===== config.mk =====
export PLATFORM = sky130hd
export DESIGN_NAME = parking_slot_manager
export DESIGN_NICKNAME = d
export VERILOG_FILES = /design/src/rtl/parking_pkg.sv /design/src/rtl/park_lowest_free.sv /design/src/rtl/parking_slot_manager.sv
export SDC_FILE = /design/constraint.sdc
export NUM_CORES = 1
export LEC_CHECK = 0
export ABC_CLOCK_PERIOD_IN_PS = 12850
export CORE_MARGIN = 3
export CORE_UTILIZATION = 55
export DETAILED_ROUTE_END_ITERATION = 10
export PLACE_DENSITY = 0.82
export SETUP_SLACK_MARGIN = 0.15
export SYNTH_ARGS = -nofsm -noshare
export SYNTH_HDL_FRONTEND = slang
export SYNTH_HIERARCHICAL = 1
export SYNTH_SLANG_ARGS = --single-unit

===== constraint.sdc =====
create_clock -name clk -period 12.85 [get_ports clk]
set_clock_uncertainty 0.15 [all_clocks]
set_input_delay 2.57 -clock clk [delete_from_list [all_inputs] [get_ports clk]]
set_output_delay 2.57 -clock clk [all_outputs]
set_load 0.1 [all_outputs]

===== src/rtl/parking_pkg.sv =====
// Shared definitions for the parking slot manager.
// Holds the entry FSM state type and the helper that decides which spots
// a given request may be granted.
package parking_pkg;

   // Entry sequence: wait for a car, grant one spot, hold the barrier up
   typedef enum logic [1:0] {
      IDLE  = 2'd0,
      ALLOC = 2'd1,
      GATE  = 2'd2
   } entry_state_t;

   localparam int MAX_SPOTS = 64;

   // Bit i set when spot i may be handed to this request. With the reserve
   // feature on, the top rsv_spots indices are withheld from non-permit cars.
   function automatic logic [MAX_SPOTS-1:0] eligible_mask(input int   num_spots,
                                                          input int   rsv_spots,
                                                          input logic reserve_en,
                                                          input logic permit);
      logic [MAX_SPOTS-1:0] mask;
      mask = '0;
      for (int i = 0; i < MAX_SPOTS; i++) begin
         if (i < num_spots) begin
            if (!reserve_en || permit || (i < num_spots - rsv_spots)) begin
               mask[i] = 1'b1;
            end
         end
      end
      return mask;
   endfunction

endpackage


===== src/rtl/park_lowest_free.sv =====
// Combinational priority encoder: finds the lowest spot that is both free
// in the occupancy map and allowed by the eligibility mask.
module park_lowest_free
   import parking_pkg::*;
#(
   parameter int N     = 8,
   parameter int IDX_W = $clog2(N)
) (
   input  logic [N-1:0]     map,
   input  logic [N-1:0]     mask,
   output logic             found,
   output logic [IDX_W-1:0] index
);

   // Scan from the top down so the lowest candidate is the last one written
   always_comb begin
      found = 1'b0;
      index = '0;
      for (int i = N - 1; i >= 0; i--) begin
         if (!map[i] && mask[i]) begin
            found = 1'b1;
            index = IDX_W'(i);
         end
      end
   end

endmodule


===== src/rtl/parking_slot_manager.sv =====
// Parking lot controller: grants the lowest eligible free spot to an entering
// car, holds the entry barrier up for a fixed time, and frees spots on exit.
// The occupancy map is the single source of truth; counts derive from it.
// Optional feature macro: PARK_RESERVE_EN (top RSV_SPOTS spots are permit-only).
module parking_slot_manager
   import parking_pkg::*;
#(
   parameter int NUM_SPOTS   = 8,
   parameter int IDX_W       = $clog2(NUM_SPOTS),
   parameter int CNT_W       = $clog2(NUM_SPOTS + 1),
   parameter int GATE_CYCLES = 16,
   parameter int RSV_SPOTS   = 2
) (
   input  logic                 clk,
   input  logic                 reset,
   input  logic                 enter_req,
   input  logic                 permit,
   output logic                 enter_ack,
   output logic                 enter_nack,
   output logic [IDX_W-1:0]     enter_spot,
   output logic                 gate_open,
   input  logic                 exit_req,
   input  logic [IDX_W-1:0]     exit_spot,
   output logic                 exit_ack,
   output logic                 exit_err,
   output logic [NUM_SPOTS-1:0] occupied_map,
   output logic [CNT_W-1:0]     occupancy,
   output logic [CNT_W-1:0]     available,
   output logic                 parking_full
);

`ifdef PARK_RESERVE_EN
   localparam logic RESERVE_EN = 1'b1;
`else
   localparam logic RESERVE_EN = 1'b0;
`endif

   localparam int GCW = $clog2(GATE_CYCLES + 1);

   entry_state_t         state, state_next;
   logic                 permit_q, permit_next;
   logic [GCW-1:0]       gate_cnt, cnt_next;
   logic [MAX_SPOTS-1:0] elig_all;
   logic [NUM_SPOTS-1:0] elig;
   logic                 free_found;
   logic [IDX_W-1:0]     free_idx;
   logic [NUM_SPOTS-1:0] map_next;
   logic                 gate_next, ack_next, nack_next, exit_ack_next, exit_err_next;
   logic [IDX_W-1:0]     spot_next;
   logic                 exit_hit;
   logic [CNT_W-1:0]     occ_next;

   // Eligibility follows the live permit while idle and the latched one during allocation
   always_comb begin
      elig_all = eligible_mask(NUM_SPOTS, RSV_SPOTS, RESERVE_EN,
                               (state == ALLOC) ? permit_q : permit);
      elig     = elig_all[NUM_SPOTS-1:0];
   end

   park_lowest_free #(
      .N     (NUM_SPOTS),
      .IDX_W (IDX_W)
   ) u_lowest_free (
      .map   (occupied_map),
      .mask  (elig),
      .found (free_found),
      .index (free_idx)
   );

   // Next-state logic: exits apply in every state, entry follows the FSM
   always_comb begin
      state_next    = state;
      permit_next   = permit_q;
      cnt_next      = gate_cnt;
      map_next      = occupied_map;
      gate_next     = gate_open;
      ack_next      = 1'b0;
      nack_next     = 1'b0;
      spot_next     = enter_spot;
      exit_ack_next = 1'b0;
      exit_err_next = 1'b0;
      exit_hit      = 1'b0;

      if (exit_req) begin
         for (int i = 0; i < NUM_SPOTS; i++) begin
            if (exit_spot == IDX_W'(i)) begin
               exit_hit = occupied_map[i];
               map_next[i] = 1'b0;
            end
         end
         exit_ack_next = exit_hit;
         exit_err_next = !exit_hit;
      end

      case (state)
         IDLE: begin
            if (enter_req) begin
               if (free_found) begin
                  state_next  = ALLOC;
                  permit_next = permit;
               end else begin
                  nack_next = 1'b1;
               end
            end
         end
         ALLOC: begin
            if (free_found) begin
               map_next[free_idx] = 1'b1;
               ack_next   = 1'b1;
               spot_next  = free_idx;
               gate_next  = 1'b1;
               cnt_next   = GCW'(GATE_CYCLES - 1);
               state_next = GATE;
            end else begin
               state_next = IDLE;
            end
         end
         GATE: begin
            if (gate_cnt == '0) begin
               gate_next  = 1'b0;
               state_next = IDLE;
            end else begin
               cnt_next = gate_cnt - 1'b1;
            end
         end
         default: begin
            gate_next  = 1'b0;
            state_next = IDLE;
         end
      endcase
   end

   // Occupancy is the popcount of the map that will be stored this edge
   always_comb begin
      occ_next = '0;
      for (int i = 0; i < NUM_SPOTS; i++) begin
         occ_next = occ_next + CNT_W'(map_next[i]);
      end
   end

   // Register the FSM, the map and every output
   always_ff @(posedge clk or posedge reset) begin
      if (reset) begin
         state        <= IDLE;
         permit_q     <= 1'b0;
         gate_cnt     <= '0;
         occupied_map <= '0;
         gate_open    <= 1'b0;
         enter_ack    <= 1'b0;
         enter_nack   <= 1'b0;
         enter_spot   <= '0;
         exit_ack     <= 1'b0;
         exit_err     <= 1'b0;
         occupancy    <= '0;
         available    <= CNT_W'(NUM_SPOTS);
         parking_full <= 1'b0;
      end else begin
         state        <= state_next;
         permit_q     <= permit_next;
         gate_cnt     <= cnt_next;
         occupied_map <= map_next;
         gate_open    <= gate_next;
         enter_ack    <= ack_next;
         enter_nack   <= nack_next;
         enter_spot   <= spot_next;
         exit_ack     <= exit_ack_next;
         exit_err     <= exit_err_next;
         occupancy    <= occ_next;
         available    <= CNT_W'(NUM_SPOTS) - occ_next;
         parking_full <= (occ_next == CNT_W'(NUM_SPOTS));
      end
   end

endmodule

==> results of run 1 <==
[metrics by stage]
stage	setup WS (ps)	cell area (sq um)
global placement	6146	2105
finish	6288	2177
CTS	6306	2177
global route	5963	2177
detailed placement	5975	2105
floorplan	6811	1778
[cells by family (layout without fill, tap and decap cells)]
kind of cell,Yosys count,count (layout),share of synthesized area [%]
muxes,4,4,2.665
xor gates and xnor gates,5,5,2.522
AOI/OAI and AO/OA,29,29,13.76
DFF,31,31,44.74
and+or+nand+nor,63,63,21.40
adders and majority gates,10,10,8.934
other,1,12,0.2159
buffers and inverters,23,56,5.764
[sequential cells by signal (all words and copies together), names as in the netlist]
register / count
occupancy: 3
parking_full: 1
exit_ack: 1
gate_open: 1
enter_ack: 1
enter_nack: 1
gate_cnt: 5
occupied_map: 8
exit_err: 1
enter_spot: 3
state: 2
available: 4
[cell usage in the layout, fill, tap and decap left out, types with 2 or more instances in the layout]
cell,synthesis,routed
a22o_1,6,6
clkbuf_8,0,2
nor3b_1,2,2
a32o_1,2,2
nor2_1,3,3
nor3_1,4,4
inv_1,15,15
nand2_1,18,18
nor2b_1,7,7
clkdlybuf4s50_1,0,31
nand3_1,7,7
clkbuf_4,0,5
fa_1,4,4
nand2b_1,6,6
nand3b_1,2,2
inv_2,2,2
mux2i_1,2,2
ha_1,6,6
dfrtp_1,30,30
a21oi_1,4,4
a21o_1,4,4
xnor2_1,3,3
xor2_1,2,2
conb_1,1,12
a22oi_1,4,4
o211ai_1,2,2
[per-layer routing]
layer / vias to the layer above / share of wire [%] / GRT usage, % / wire length, um
met2: 48 / 50 / 37.50 / 1882
met4: 0 / 2.9 / 8.840 / 109
met1: 671 / 42 / 27.88 / 1564
met3: 14 / 5.1 / 5.225 / 191
li1: 652 / - / - / -
met5: - / 0 / 0 / 0
[final cells by class]
| class | instances | area share, % |
|---|---|---|
| Clock buffer | 7 | 2.989 |
| Inverter | 17 | 2.931 |
| Sequential cell | 31 | 35.69 |
| Timing Repair Buffer | 31 | 14.25 |
| Clock inverter | 1 | 0.3448 |
| Tap cell | 42 | 2.414 |
| Multi-Input combinational cell | 123 | 41.38 |
[final timing paths]
check	startpoint	end	slack [ps]	cells after the start
hold reg to reg	enter_spot[1]	enter_spot[1]	340	2
max in group asynchronous	reset	exit_err	9180	2
setup / recovery	exit_spot[1]	available[3]	6290	16
hold / removal	enter_spot[1]	enter_spot[1]	340	2
min in group asynchronous	reset	available[0]	2690	2
setup reg to reg	occupied_map[4]	available[3]	7480	20
[critical path: stages]
cell	delay (ps)
clkdlybuf4s50_1	650
nor2b_1	370
nand2_1	120
a22oi_1	260
fa_1	460
inv_1	110
fa_1	410
inv_1	90
fa_1	420
inv_1	70
ha_1	150
inv_1	50
fa_1	390
xnor2_1	280
nor3_1	100
xnor2_1	150
[Yosys cell counts, types with 2 or more instances]
library cell | instances | share of area (%)
dfrtp_1 | 30 | 43
nand2_1 | 18 | 3.9
inv_1 | 15 | 3.2
nand3_1 | 7 | 2.0
nor2b_1 | 7 | 2.5
a22o_1 | 6 | 3.0
ha_1 | 6 | 4.3
nand2b_1 | 6 | 2.2
a21o_1 | 4 | 1.7
a21oi_1 | 4 | 1.2
a22oi_1 | 4 | 1.7
fa_1 | 4 | 4.6
nor3_1 | 4 | 1.2
nor2_1 | 3 | 0.65
xnor2_1 | 3 | 1.5
a32o_1 | 2 | 1.2
buf_2 | 2 | 0.58
clkbuf_1 | 2 | 0.43
inv_2 | 2 | 0.43
mux2i_1 | 2 | 1.2
nand3b_1 | 2 | 0.86
nor3b_1 | 2 | 0.86
o211ai_1 | 2 | 0.86
xor2_1 | 2 | 1.0
==> results.md, run 1 <==
- Status: finished clean
- Layout cells sized above 1: 10.00%
- Synth Warn #: 6
- Drt pass-1 iters: 4
- Setup Buffers After CTS: 0
- Final ANT Viol Nets: 0
- Worst Tran Pin Value: 1145 ps
- Die area: 3868 sq um
- Max Fanout on Critical Path: 12
- Post-synth EDFFs: 0
- Port Buffers: 31
- FILL cells: 217
- Tightest hold margin: 338.7 ps
- Total clock sinks: 31
- Fin crit period: 6562 ps
- Final setup viols: 0
- Routability Congestion: 0.8830
- Resized Gates After CTS: 0
- Ant diodes: 0
- Area Growth Syn to Fin: 25.36%
- Final WL: 3748 um
- Pin count of the biggest net entering global routing: 32
- Placed Cells: 244
- Post-DP HPWL: 2879 um
- Ys async rst share: 100.0%
- Row count: 19
- Initial core utilization: 60.37%
- Die Y: 62.19 um
- Fin util: 75.69%
- Total CTS buffers: 5
- Clock Latency Late Sink: 330 ps
- Peak Freq: 152.4 MHz
- First-pass GRT wire length: 6844 um
- GR Util All Layers: 22.34%
- Top_reg_cell synth: dfrtp_1
- Vias after detailed routing: 1385
- Critical Path Sink Type: flop
- GRT Residual Overflow: 0
- Netlist cell types: 51
- Routed wire per std cell: 14.87 um
- Vias in the first global route: 1486
- DRC: 0
- FF+latch count, synth: 31
- Synthesized instance count: 166
- Hold Crit Class: reg -> reg
- Nets: 227
- Bufs on Longest Clock Path: 2
- Synthesized area per cell: 10.46 sq um
- Aggregate negative setup slack: 0 ps
- Final Cycle Share: 51.06%
- TritonCTS clock tree: done
- Post-synthesis sequential area ratio: 44.74%
- Final Hold Fails: 0
- Die Wd: 62.19 um
- Clock transition at path regs: 90 ps
- Core Box Area: 2877 sq um
- Critical Path AT: 6670 ps
- Routed vias/inst: 5.496
- Max Cap Violations: 0
- Pins Over Slew Limit: 0
- Initial DRC Count: 117
- Area occupied by registers: 777.0 sq um
- H-tree depth: 2
- Final Instance Count excl. Fillers: 252
- Synth Cell Area: 1737 sq um
- Worst setup SP type: input pin
- Multi-input gate area: 900.9 sq um
- RSZ-0062 raised after global routing: no
- Setup CP Type: in -> reg
- Hold_buf cts: 0
- Clock Tree Root: clkbuf_4
- Initial antenna violation count: 0
- Ports: 33
- Slew HR: 23.58%
- WP data required: 12960 ps
Power of run 1 is left out: the tool's default activity adds up to more than one toggle a clock period on the data nets, which glitch-free logic cannot reach.
==> inputs of run 2 (changes only) <==
- ABC_CLOCK_PERIOD_IN_PS: 12850 -> 5700
- CORE_UTILIZATION: 55 -> 46
- PLACE_DENSITY: 0.82 -> 0.73
- clock period: 12.85 -> 5.7 ns (I/O delays scaled with it)
==> run 2 against run 1 <==
Net effect:
- flip-flop and latch count stayed put
- die area increased by 18%
- clock-buffer cell count decreased by 2
- core utilization fell by 11 points
- worst hold slack got worse by 7.3 ps
- non-clock buffer count is 3 higher
- first-iteration DRC count decreased by 38%
- sequential share of layout area decreased by 1.1 points
- cell count is 2.8% higher
==> results.md, run 2 (same netlist as run 1, synthesis figures left out) <==
- Hold Crit Class: reg -> reg
- Area Growth Syn to Fin: 29.25%
- Initial antenna violation count: 0
- Most flop-heavy register: occupied_map
- Final Cycle Share: 90.11%
- Final Hold Fails: 0
- Total clock sinks: 31
- Critical Path Sink Type: flop
- Clock transition at path regs: 70 ps
- Commonest cells after routing, fill and taps aside: clkdlybuf4s50_1, dfrtp_1, nand2_1
- Port Buffers: 31
- Worst Tran Pin Value: 1152 ps
- Die area: 4549 sq um
- Commonest non-fill, non-tap cell in the layout: clkdlybuf4s50_1
- Core Box Area: 3495 sq um
- Fin crit period: 5136 ps
- Hold Path Stages: 1
- Routability Congestion: 0.8971
- Clock Tree Root: clkbuf_8
- GR Util All Layers: 19.21%
- Total CTS buffers: 5
- Drt pass-1 iters: 4
- WP data required: 5770 ps
- Clock Latency Late Sink: 280 ps
- Die Y: 67.45 um
- Final ANT Viol Nets: 0
- Top Registers: occupied_map: 8 flops, gate_cnt: 5 flops, available: 4 flops
- First-pass GRT wire length: 6341 um
- Worst setup SP type: flop
- Slew HR: 23.12%
- Max Fanout on Critical Path: 9
- Pins Over Slew Limit: 0
- Vias after detailed routing: 1326
- Peak Freq: 194.7 MHz
- Final WL: 3593 um
- Max FFs per register: 8
- Reg-to-reg startpoint: occupied_map[7]
- Nets: 230
- Status: finished clean
- Post-DP HPWL: 2733 um
- Routed wire per std cell: 13.87 um
- Pin count of the biggest net entering global routing: 32
- Setup Buffers After CTS: 0
- Aggregate negative setup slack: 0 ps
- Ant diodes: 0
- R2r setup slk: 560 ps
- RSZ-0062 raised after global routing: no
- Setup CP Type: reg -> reg
- Resized Gates After CTS: 0
- TritonCTS clock tree: done
- Initial DRC Count: 73
- Hold Crit Start: state[0]
- H-tree depth: 2
- Hold_buf cts: 0
- Critical path launch point: occupied_map[7]
- Layout cells sized above 1: 11.27%
- DRC: 0
- Initial core utilization: 49.70%
- Worst R2R Path Depth: 20
- Final setup viols: 0
- GRT Residual Overflow: 0
- FILL cells: 277
- Max Cap Violations: 0
- Vias in the first global route: 1333
- Bufs on Longest Clock Path: 2
- Worst Hold End: enter_nack
- Die Wd: 67.45 um
- Row count: 21
- Routed vias/inst: 5.120
- Critical Path AT: 5210 ps
- Ports: 33
- FF-to-FF End: available[3]
run 2: changes by cell type in the layout (fill, tap and decap cells not counted):
| cell | delta |
|---|---|
| clkbuf_4 | -5 |
| clkbuf_8 | +3 |
| buf_4 | +3 |
| clkinv_2 | +1 |
| clkinv_4 | +1 |
| clkinvlp_4 | -1 |
| bufinv_16 | +1 |
run 2: layer usage:
metal / part of all wire, % / vias to the layer above / global-route usage [%]
met3: 3.8 / 8 / 6.656
met2: 48 / 26 / 30.55
met4: 1.8 / 0 / 8.354
li1: - / 653 / -
met1: 46 / 639 / 23.59
met5: 0 / - / 0
run 2: worst max path at each step:
stage	endpoint	cells past startpoint	slack (ps)
floorplan	available[3]	22	240
global placement	available[3]	16	510
detailed placement	available[3]	16	420
CTS	available[3]	20	570
global route	available[3]	20	210
finish	available[3]	20	560
run 2: layout make-up:
cell class / count / area, sq um / share of cell area [%]
multi-input cells: 123 / 900.9 / 40.13
flip-flops and latches: 31 / 777.0 / 34.62
repair buffers: 34 / 332.8 / 14.83
clock buffers: 5 / 68.82 / 3.066
inverters: 17 / 63.81 / 2.843
well taps: 46 / 57.56 / 2.564
clock inverters: 3 / 43.79 / 1.951
run 2: metrics by stage:
step / worst slack [ps] / cell area, sq um / hold WS [ps] / utilization (%) / cells
floorplan: 244.0 / 1778 / 291.9 / - / 177
global placement: 512.3 / 2132 / 310.6 / 61.01 / 251
detailed placement: 423.4 / 2132 / 324.4 / 61.01 / 251
CTS: 568.4 / 2245 / 332.5 / 64.23 / 259
global route: 205.5 / 2245 / 354.5 / 64.23 / 259
finish: 563.6 / 2245 / 331.4 / 64.23 / 259
run 2: worst max-delay path, stage by stage (launching register included):
cell       delay, ps
dfrtp_1          430
nor2b_1          340
a2111oi_4         80
or3b_1           220
nand2_1           50
or2_1            230
buf_4            180
nor2_1           340
a22oi_1          200
fa_1             580
inv_1             60
fa_1             490
inv_1             50
fa_1             440
inv_1             60
ha_1             150
inv_1             60
fa_1             390
xnor2_1          310
nor3_1           110
xnor2_1          140
Power of run 2 is left out for the same reason.
